## src/rtl/i2c_eeprom_slave_if.sv

```systemverilog
`default_nettype none
// ============================================================================
//  Module      : i2c_eeprom_slave_if
//  Description : Bus bundle between an I2C master model and the EEPROM slave:
//                oversampled SCL / resolved SDA in, SDA pull-down enable out,
//                write protect, plus busy and address-pointer status.
//  Revision    : 1.0  initial release
// ============================================================================
interface i2c_eeprom_slave_if #(
   parameter int MEM_AW = 8
);
   logic              scl;
   logic              sda_in;
   logic              sda_oe;
   logic              wp;
   logic              busy;
   logic [MEM_AW-1:0] addr_ptr;

   modport slave (
      input  scl,
      input  sda_in,
      input  wp,
      output sda_oe,
      output busy,
      output addr_ptr
   );

   modport master (
      output scl,
      output sda_in,
      output wp,
      input  sda_oe,
      input  busy,
      input  addr_ptr
   );
endinterface
`default_nettype wire

```

## src/rtl/i2c_eeprom_slave.sv

```systemverilog
`default_nettype none
// ============================================================================
//  Module      : i2c_eeprom_slave
//  Description : 24LC-style I2C EEPROM slave. Oversamples SCL/SDA on clk,
//                decodes START/STOP/repeated START, supports byte/page write,
//                current-address, random and sequential read, and emulates
//                the internal write cycle with a busy timer.
//  Revision    : 1.0  initial release
// ============================================================================
module i2c_eeprom_slave #(
   parameter logic [6:0] DEV_ADDR    = 7'b1010000,
   parameter int         MEM_AW      = 8,
   parameter int         PAGE_SIZE   = 32,
   parameter int         T_WR_CYCLES = 500000
) (
   input  wire logic         clk,
   input  wire logic         reset,
   i2c_eeprom_slave_if.slave bus
);
   localparam int                c_TW        = $clog2(T_WR_CYCLES + 1);
   localparam logic [MEM_AW-1:0] c_PAGE_MASK = MEM_AW'(PAGE_SIZE - 1);

   typedef enum logic [3:0] {
      S_IDLE, S_DEV, S_ACK_DEV, S_AHI, S_ACK_AHI, S_ALO, S_ACK_ALO,
      S_WDATA, S_ACK_W, S_RDATA, S_MACK
   } state_t;

   state_t            state_q, state_d;
   logic              scl_s1_q, scl_s2_q, scl_prev_q;
   logic              sda_s1_q, sda_s2_q, sda_prev_q;
   logic [3:0]        bit_cnt_q, bit_cnt_d;
   logic [7:0]        shift_q, shift_d;
   logic              rw_q, rw_d;
   logic [MEM_AW-1:0] addr_ptr_q, addr_ptr_d;
   logic              sda_oe_q, sda_oe_d;
   logic              wr_pending_q, wr_pending_d;
   logic              busy_q, busy_d;
   logic [c_TW-1:0]   timer_q, timer_d;
   logic              w_mem_we;

   // Array powers up erased (all 0xFF); reset deliberately leaves it alone.
   logic [7:0] mem_q [2**MEM_AW] = '{default: 8'hFF};

   logic              w_scl_rise, w_scl_fall, w_start, w_stop, w_byte_done;
   logic [7:0]        w_rd_byte;
   logic [MEM_AW-1:0] w_page_inc, w_load_addr;

   assign w_scl_rise  = scl_s2_q & ~scl_prev_q;
   assign w_scl_fall  = ~scl_s2_q & scl_prev_q;
   assign w_start     = scl_s2_q & scl_prev_q & sda_prev_q & ~sda_s2_q;
   assign w_stop      = scl_s2_q & scl_prev_q & ~sda_prev_q & sda_s2_q;
   assign w_byte_done = w_scl_fall & (bit_cnt_q == 4'd8);
   assign w_rd_byte   = mem_q[addr_ptr_q];
   // Page write: upper address bits hold, bits inside the page wrap.
   assign w_page_inc  = (addr_ptr_q & ~c_PAGE_MASK) | ((addr_ptr_q + 1'b1) & c_PAGE_MASK);

   generate
      if (MEM_AW > 8) begin : g_wide_addr
         logic [MEM_AW-9:0] addr_hi_q;
         // Keep only the implemented part of the address high byte.
         always_ff @(posedge clk) begin
            if (reset)                                addr_hi_q <= '0;
            else if (state_q == S_AHI && w_byte_done) addr_hi_q <= shift_q[MEM_AW-9:0];
         end
         assign w_load_addr = {addr_hi_q, shift_q};
      end else begin : g_narrow_addr
         assign w_load_addr = shift_q[MEM_AW-1:0];
      end
   endgenerate

   // Bring SCL/SDA into the clk domain and keep the previous sample for edge detect.
   always_ff @(posedge clk) begin
      if (reset) begin
         scl_s1_q <= 1'b1; scl_s2_q <= 1'b1; scl_prev_q <= 1'b1;
         sda_s1_q <= 1'b1; sda_s2_q <= 1'b1; sda_prev_q <= 1'b1;
      end else begin
         scl_s1_q <= bus.scl;    scl_s2_q <= scl_s1_q; scl_prev_q <= scl_s2_q;
         sda_s1_q <= bus.sda_in; sda_s2_q <= sda_s1_q; sda_prev_q <= sda_s2_q;
      end
   end

   // Protocol state and datapath registers.
   always_ff @(posedge clk) begin
      if (reset) begin
         state_q      <= S_IDLE;
         bit_cnt_q    <= '0;
         shift_q      <= '0;
         rw_q         <= 1'b0;
         addr_ptr_q   <= '0;
         sda_oe_q     <= 1'b0;
         wr_pending_q <= 1'b0;
         busy_q       <= 1'b0;
         timer_q      <= '0;
      end else begin
         state_q      <= state_d;
         bit_cnt_q    <= bit_cnt_d;
         shift_q      <= shift_d;
         rw_q         <= rw_d;
         addr_ptr_q   <= addr_ptr_d;
         sda_oe_q     <= sda_oe_d;
         wr_pending_q <= wr_pending_d;
         busy_q       <= busy_d;
         timer_q      <= timer_d;
      end
   end

   // Array write port, committed when a write-data byte completes.
   always_ff @(posedge clk) begin
      if (w_mem_we) mem_q[addr_ptr_q] <= shift_q;
   end

   // Next-state logic: START/STOP override everything, otherwise bit-level protocol.
   always_comb begin
      state_d      = state_q;
      bit_cnt_d    = bit_cnt_q;
      shift_d      = shift_q;
      rw_d         = rw_q;
      addr_ptr_d   = addr_ptr_q;
      sda_oe_d     = sda_oe_q;
      wr_pending_d = wr_pending_q;
      busy_d       = busy_q;
      timer_d      = timer_q;
      w_mem_we     = 1'b0;

      if (busy_q) begin
         timer_d = timer_q - 1'b1;
         if (timer_q <= c_TW'(1)) busy_d = 1'b0;
      end

      if (w_stop) begin
         state_d   = S_IDLE;
         sda_oe_d  = 1'b0;
         bit_cnt_d = '0;
         if (wr_pending_q) begin
            wr_pending_d = 1'b0;
            busy_d       = 1'b1;
            timer_d      = c_TW'(T_WR_CYCLES);
         end
      end else if (w_start) begin
         state_d   = S_DEV;
         sda_oe_d  = 1'b0;
         bit_cnt_d = '0;
      end else begin
         case (state_q)
            S_DEV, S_AHI, S_ALO, S_WDATA: begin
               if (w_scl_rise && bit_cnt_q != 4'd8) begin
                  shift_d   = {shift_q[6:0], sda_s2_q};
                  bit_cnt_d = bit_cnt_q + 4'd1;
               end else if (w_byte_done) begin
                  bit_cnt_d = '0;
                  sda_oe_d  = 1'b1;
                  case (state_q)
                     S_DEV: begin
                        if (shift_q[7:1] == DEV_ADDR && !busy_q) begin
                           rw_d    = shift_q[0];
                           state_d = S_ACK_DEV;
                        end else begin
                           sda_oe_d = 1'b0;
                           state_d  = S_IDLE;
                        end
                     end
                     S_AHI: state_d = S_ACK_AHI;
                     S_ALO: begin
                        addr_ptr_d = w_load_addr;
                        state_d    = S_ACK_ALO;
                     end
                     default: begin
                        // Protected writes are still acknowledged, just not stored.
                        if (!bus.wp) begin
                           w_mem_we     = 1'b1;
                           wr_pending_d = 1'b1;
                        end
                        addr_ptr_d = w_page_inc;
                        state_d    = S_ACK_W;
                     end
                  endcase
               end
            end
            S_ACK_DEV, S_ACK_AHI, S_ACK_ALO, S_ACK_W: begin
               if (w_scl_fall) begin
                  sda_oe_d  = 1'b0;
                  bit_cnt_d = '0;
                  case (state_q)
                     S_ACK_DEV: begin
                        if (rw_q) begin
                           shift_d  = w_rd_byte;
                           sda_oe_d = ~w_rd_byte[7];
                           state_d  = S_RDATA;
                        end else begin
                           state_d  = S_AHI;
                        end
                     end
                     S_ACK_AHI: state_d = S_ALO;
                     default:   state_d = S_WDATA;
                  endcase
               end
            end
            S_RDATA: begin
               if (w_scl_rise) begin
                  bit_cnt_d = bit_cnt_q + 4'd1;
               end else if (w_scl_fall) begin
                  if (bit_cnt_q == 4'd8) begin
                     sda_oe_d   = 1'b0;
                     addr_ptr_d = addr_ptr_q + 1'b1;
                     state_d    = S_MACK;
                  end else if (bit_cnt_q != 4'd0) begin
                     shift_d  = {shift_q[6:0], 1'b0};
                     sda_oe_d = ~shift_q[6];
                  end
               end
            end
            S_MACK: begin
               if (w_scl_rise && sda_s2_q) begin
                  state_d = S_IDLE;
               end else if (w_scl_fall) begin
                  bit_cnt_d = '0;
                  shift_d   = w_rd_byte;
                  sda_oe_d  = ~w_rd_byte[7];
                  state_d   = S_RDATA;
               end
            end
            default: ;
         endcase
      end
   end

   assign bus.sda_oe   = sda_oe_q;
   assign bus.busy     = busy_q;
   assign bus.addr_ptr = addr_ptr_q;
endmodule
`default_nettype wire

```

## src/flat_wrapper.sv

```systemverilog
// flat-port wrapper written by rule: the top's interface ports become plain ports
module i2c_eeprom_slave_flat 
#(
   parameter logic [6:0] DEV_ADDR    = 7'b1010000,
   parameter int         MEM_AW      = 8,
   parameter int         PAGE_SIZE   = 32,
   parameter int         T_WR_CYCLES = 500000
)
  (clk, reset, bus_scl, bus_sda_in, bus_wp, bus_sda_oe, bus_busy, bus_addr_ptr);
  i2c_eeprom_slave_if #(.MEM_AW(MEM_AW)) bus_i ();
  input  wire logic clk;
  input  wire logic reset;
  input wire logic [$bits(bus_i.scl)-1:0] bus_scl;
  input wire logic [$bits(bus_i.sda_in)-1:0] bus_sda_in;
  input wire logic [$bits(bus_i.wp)-1:0] bus_wp;
  output wire logic [$bits(bus_i.sda_oe)-1:0] bus_sda_oe;
  output wire logic [$bits(bus_i.busy)-1:0] bus_busy;
  output wire logic [$bits(bus_i.addr_ptr)-1:0] bus_addr_ptr;
  assign bus_i.scl = bus_scl;
  assign bus_i.sda_in = bus_sda_in;
  assign bus_i.wp = bus_wp;
  assign bus_sda_oe = bus_i.sda_oe;
  assign bus_busy = bus_i.busy;
  assign bus_addr_ptr = bus_i.addr_ptr;
  i2c_eeprom_slave #(.DEV_ADDR(DEV_ADDR), .MEM_AW(MEM_AW), .PAGE_SIZE(PAGE_SIZE), .T_WR_CYCLES(T_WR_CYCLES)) u_core (.clk(clk), .reset(reset), .bus(bus_i));
endmodule
```

## config.mk

```make
export PLATFORM = sky130hd
export DESIGN_NAME = i2c_eeprom_slave_flat
export DESIGN_NICKNAME = d
export VERILOG_FILES = /design/src/rtl/i2c_eeprom_slave_if.sv /design/src/rtl/i2c_eeprom_slave.sv /design/src/flat_wrapper.sv
export SDC_FILE = /design/constraint.sdc
export NUM_CORES = 2
export LEC_CHECK = 0
export ABC_AREA = 1
export BUFFER_PORTS_ARGS = -buffer_cell sky130_fd_sc_hd__buf_4
export CAP_MARGIN = 20
export CELL_PAD_IN_SITES_DETAIL_PLACEMENT = 1
export CELL_PAD_IN_SITES_GLOBAL_PLACEMENT = 1
export CORE_UTILIZATION = 43
export CTS_BUF_LIST = sky130_fd_sc_hd__clkbuf_4 sky130_fd_sc_hd__clkbuf_8
export CTS_CLUSTER_DIAMETER = 100
export DETAILED_ROUTE_END_ITERATION = 12
export GPL_TIMING_DRIVEN = 0
export PLACE_DENSITY_LB_ADDON = 0.05
export SLEW_MARGIN = 30
export SYNTH_ARGS = -nofsm -noshare
export SYNTH_HDL_FRONTEND = slang
export SYNTH_SLANG_ARGS = --single-unit
```

## constraint.sdc

```tcl
create_clock -name clk -period 10.55 [get_ports clk]
set_input_delay 0.5275 -clock clk [delete_from_list [all_inputs] [get_ports clk]]
set_output_delay 0.5275 -clock clk [all_outputs]
set_load 0.02 [all_outputs]
```

[Yosys cells after proc, flatten, opt, wreduce, memory -nomap -nowiden]
Memories as Yosys holds them, arrays and structs flattened. A register that Yosys moved wholly into a read port is not among the register bits.
Cells that the tools add are included.
W data, S select, Z words.
Cells by class
  add/sub/neg operators: 3
  order comparisons: 1
  eq/ne operators: 38
  multiplexer cells: 70
  bitwise logic cells: 20
  reductions and logical operators: 22
Operator list (count)
  $mux W8: 17
  $mux W19: 3
  $mux W4: 14
  $pmux W4 S4: 2
  $pmux W8 S2: 2
  $pmux W8 S4: 1
  $mux W1: 27
  $ne A3 B1 Y1 const B: 7
  $ne A2 B1 Y1 const B: 10
  $le A19 B1 Y1 const B: 1
  $sub A19 B1 Y19 const B: 1
  $reduce_and A9 Y1: 2
  $eq A4 B3 Y1 const B: 4
  $eq A4 B4 Y1 const B: 4
  $reduce_and A8 Y1: 2
  $reduce_and A13 Y1: 1
  $pmux W4 S3: 1
  $not A1 Y1: 11
  $ne A2 B2 Y1 const B: 5
  $add A8 B1 Y8 const B: 1
  $and A1 B1 Y1: 8
  $eq A4 B2 Y1 const B: 2
  $or A8 B5 Y8: 1
  $pmux W4 S2: 1
  20 further kinds: 26
Word-level totals
  flip-flop bits (word level): 53
  RAM bits: 2048
  bits of input ports: 5
  output and inout bits: 10
  word-level logic and storage cells: 171
  memories: 1
Memory list
  u_core.mem_q: words 256, bits a word 8, read ports 1, clocked after memory_dff 1, wr ports 1, RTL line i2c_eeprom_slave.sv:42  | logic [7:0] mem_q [2**MEM_AW] = '{default: 8'hFF};

[Depth between registers and ports, before layout]
  word-level depth: 10
  gate-level depth with buffers: 18

[Worst setup path after synthesis]
OpenSTA, ideal clock, no wires.
  path kind: reg2reg
  start point: register u_core.shift_q[6]
  end point: register u_core.rw_q
  data arrival time: 4.421 ns
  required time: 10.462 ns
  slack: 6.041 ns
  cell stages (with the launch flop): 7
  path buffers: 0
  cell sequence: dfxtp_1 > inv_1 > nand4_1 > nor2_1 > nand2_1 > nor3_1 > nor3_1
Between the ends
  cells in the longest elaborated chain, start to end: 3
Ends and longest elaborated chain
  start, declared: RTL line i2c_eeprom_slave.sv:32  | logic [7:0] shift_q, shift_d;
  start signal, assigned: RTL line i2c_eeprom_slave.sv:97  | shift_q <= shift_d;
  $eq A7 B7 Y1: RTL line i2c_eeprom_slave.sv:154  | if (shift_q[7:1] == DEV_ADDR && !busy_q) begin
  $logic_and A1 B1 Y1: RTL line i2c_eeprom_slave.sv:154
  $reduce_and A7 Y1 (no source line)
  end signal, assigned: RTL line i2c_eeprom_slave.sv:98  | rw_q <= rw_d;
  end, declared: RTL line i2c_eeprom_slave.sv:33  | logic rw_q, rw_d;
Every way passes these cells.
A chain may end at the register's enable or synchronous reset.

[Worst setup path in the final report]
  start point: register u_core.bit_cnt_q[0]
  end point: memory u_core.mem_q[102][7] (enable)
Between the ends
  cells in the longest elaborated chain, start to end: 9
Ends and longest elaborated chain
  start, declared: RTL line i2c_eeprom_slave.sv:31  | logic [3:0] bit_cnt_q, bit_cnt_d;
  start signal, assigned: RTL line i2c_eeprom_slave.sv:96  | bit_cnt_q <= bit_cnt_d;
  $eq A4 B4 Y1: RTL line i2c_eeprom_slave.sv:52  | assign w_byte_done = w_scl_fall & (bit_cnt_q == 4'd8);
  $and A1 B1 Y1: RTL line i2c_eeprom_slave.sv:52
  $mux W1: RTL line i2c_eeprom_slave.sv:149  | end else if (w_byte_done) begin
  $mux W1 *: RTL line i2c_eeprom_slave.sv:146  | if (w_scl_rise && bit_cnt_q != 4'd8) begin
  $mux W1 *: RTL line i2c_eeprom_slave.sv:144  | case (state_q)
  $mux W1 *: RTL line i2c_eeprom_slave.sv:139  | end else if (w_start) begin
  $mux W1 *: RTL line i2c_eeprom_slave.sv:130  | if (w_stop) begin
  $mux W1 *: RTL line i2c_eeprom_slave.sv:109  | if (w_mem_we) mem_q[addr_ptr_q] <= shift_q;
  $mux W1 (not written as such) *: RTL line i2c_eeprom_slave.sv:109
  end, declared: RTL line i2c_eeprom_slave.sv:42
Mark *: on every way between the ends. The rest lies on a longest branch, timed or not.

==> key figures <==
Status
  – Status: complete, no violations

Final layout
  – Most frequent cells in the layout: edfxtp_1 (2048), nand2_1 (1075), nor2_1 (919), nand3_1 (794), o21ai_0 (793)
  – Final Net Count: 7559
  – Finished Cell Area: 98000 sq um
  – Fill count: 20500
  – Synth-to-layout area growth: 14.8%
  – Share of layout cells above drive strength 1: 0.140
  – Commonest non-fill, non-tap cell in the layout: edfxtp_1

Power
  – Reg power frac: 0.537
  – Total net switching power: 4300 uW
  – Power Density: 184 nW/um^2
  – Peak VDD IR: 0.109 mV
  – Int Power: 13700 uW
  – Leakage: 0.0335 uW
  – Switch share: 0.239
  – Clock power frac: 0.413
  – Comb power frac: 0.050

Place
  – Port-buffer cells: 14
  – Post-DP Area: 90900 sq um
  – Post-Place Setup Slack: 5880 ps
  – Routability cong.: 1.03
  – Post-DP HPWL: 275000 um

Synth
  – Synth top area share: 0.720
  – Syn Inst Count: 7083
  – Primary FF master, synth: edfxtp_1
  – Yosys reg bits: 2109
  – Syn Area/Cell: 12.1 sq um
  – Number of flops mapped to enable cells by yosys: 2048
  – Synth Net Count: 7096
  – Yosys cell types: 39
  – Area of the mapped netlist: 85400 sq um
  – Yosys warns: 0
  – Area contributors post-synth: edfxtp_1 (72%), nor2_1 (4.8%), nand2_1 (4.7%)
  – Synth area leader: edfxtp_1
  – Sequential area share after synthesis: 0.735
  – Asr flop ratio synth: 0

Floorplanning
  – Die W: 448 um
  – Die height: 448 um
  – Die ar.: 200000 sq um
  – Core Area: 197000 sq um
  – Row cnt: 163
  – Starting density of the core: 0.433
  – I/O Pins: 15

GRT
  – GRT Residual Overflow: 0
  – Pin count of the biggest net entering global routing: 72
  – First-pass GRT wire length: 522000 um
  – GRT Overall Usage: 0.388
  – Vias in the first global route: 63200
  – Antenna violations before repair: 29

Clock tree
  – CTS Buffer Depth: 4
  – Inserted Clock Buffers: 375
  – TritonCTS Sinks: 2109
  – Worst-skew pair later-pin latency: 1170 ps
  – Clock slew at reported path FFs: 60 ps
  – Post-CTS resize count: 0
  – CTS Root Cell: clkbuf_8
  – H-tree depth: 5
  – CTS tree: built

Timing
  – Fmax: 200 MHz
  – Setup Skew: 88.0 ps
  – Crit share post-route: 0.475
  – Final hold vios: 0
  – Final worst slack: 5540 ps
  – Sum Neg Setup Slack: 0 ps
  – Max Transition Viols Final: 0
  – Worst-Margin Slew: 1200 ps
  – Final setup vio count: 0
  – Minimum clock period: 5010 ps
  – Slew margin rel.: 0.195
  – Unrepaired setup endpoints after global routing: no

Drt
  – Antenna viol nets, final: 0
  – Initial DRC Count: 9551
  – DRC viols: 0
  – Drt total wl: 392000 um
  – TritonRoute pass-1 iters: 9
  – Via density: 6.22
  – Vias after detailed routing: 65100
  – Avg WL per Cell: 37.5 um

Setup path
  – Crit Path Class: flop to flop
  – Cell chain of the critical path: inv_1 > ha_1 > nand3_1 > nor2_1 > inv_1 > nor4_4 > nand3_1 > clkbuf_2 > buf_16 > nor2_1
  – CP bufs+invs: 4
  – Crit path DAT: 5750 ps
  – Kind of cell adding the most delay to the critical path: simple AND/OR/NAND/NOR gates
  – Critical Path Start Type: flop
  – Worst-path fanout max: 8
  – Worst setup EP type: flop
  – CP max stage delay: 1080 ps
  – Crit path max-delay cell type: nand3_1
  – Worst Path Required: 11290 ps

Run
  – Number of max-cap violations: 0

Hold path
  – Hold/Removal Path Class: primary input to flop
## layer usage
layer	GRT usage	share of wire
met4	0.246	0.071
met1	0.503	0.38
met3	0.111	0.11
met2	0.570	0.43
met5	0	0.00059
## worst reg2reg max path: cells and delay by family (launching register included)
family,cells,cell delay [ps]
adder cells (fa/ha/maj),1,170
buffers and inverters,4,1090
AND/OR/NAND/NOR,5,3060
flip-flops,1,320
## sequential cells by signal, indices dropped and copies added, names as in the netlist, 4 cells and up, named ones only
| signal | flops |
|---|---|
| u_core.timer_q | 19 |
| u_core.mem_q | 2048 |
| u_core.bit_cnt_q | 4 |
| u_core.bus.addr_ptr | 8 |
| u_core.state_q | 4 |
| u_core.shift_q | 8 |
## Yosys cell counts, types with 17 or more instances
cell type and n:
edfxtp_1 2048, nor2_1 1102, nand2_1 1076, nand3_1 799, o21ai_0 793, o22ai_1 379
clkbuf_1 288, inv_1 120, a21oi_1 87, buf_2 74, dfxtp_1 61, buf_6 52
buf_1 43, o21ai_1 40, buf_4 20, clkinv_1 17
## final timing paths
| path | startpoint | cells after the start | slack (ps) | end |
|---|---|---|---|---|
| setup / recovery | u_core.bit_cnt_q[0] | 10 | 5540 | u_core.mem_q[102][7] |
| hold / removal | bus_scl | 3 | 150 | u_core.scl_s1_q |
| setup reg to reg | u_core.bit_cnt_q[0] | 10 | 5540 | u_core.mem_q[102][7] |
| hold reg to reg | u_core.sda_s1_q | 1 | 400 | u_core.sda_s2_q |
## through the flow
step	util	hold WS (ps)	power, uW	std cells
6_report	0.497	152	18000	10500
4_1_cts	0.496	80.0	18000	10400
3_3_place_gp	0.450	398	10900	9737
5_1_grt	0.497	150	18400	10500
3_5_place_dp	0.461	395	10700	9805
2_1_floorplan	-	389	10300	7083
## repair_timing
action,4_1_cts,5_1_grt
setup buffers,0,0
hold buffers,4,0
endpoints found under the hold margin,14,0
## logic make-up (layout without fill, tap and decap cells)
| group | after synthesis | count (layout) | share of synthesized area |
|---|---|---|---|
| flip-flops | 2109 | 2109 | 0.735 |
| XOR/XNOR | 9 | 9 | 0.000923 |
| buffers and inverters | 623 | 1348 | 0.0343 |
| AND/OR/NAND/NOR | 3011 | 3011 | 0.145 |
| AO/OA/AOI/OAI | 1323 | 1323 | 0.0837 |
| other | 0 | 13 | 0 |
| adder cells (fa/ha/maj) | 8 | 8 | 0.00117 |
## power by group through the flow
stage	combinational [uW]	clock, uW	sequential [uW]
floorplan	132	0	10100
global placement	187	0	10700
detailed placement	879	0	9850
CTS	882	7430	9680
global route	935	7760	9680
finish	904	7430	9680
## layout make-up
type	count	area, sq um	share of cell area
Antenna cell	13	32.5	0.000332
Buffer	479	2500	0.0255
Clock buffer	509	6270	0.0640
Clock inverter	130	668	0.00682
Inverter	144	541	0.00552
Multi-Input combinational cell	4351	20300	0.207
Sequential cell	2109	62800	0.640
Tap cell	2640	3300	0.0337
Timing Repair Buffer	86	1650	0.0169
(Power assumes the default switching activity.)
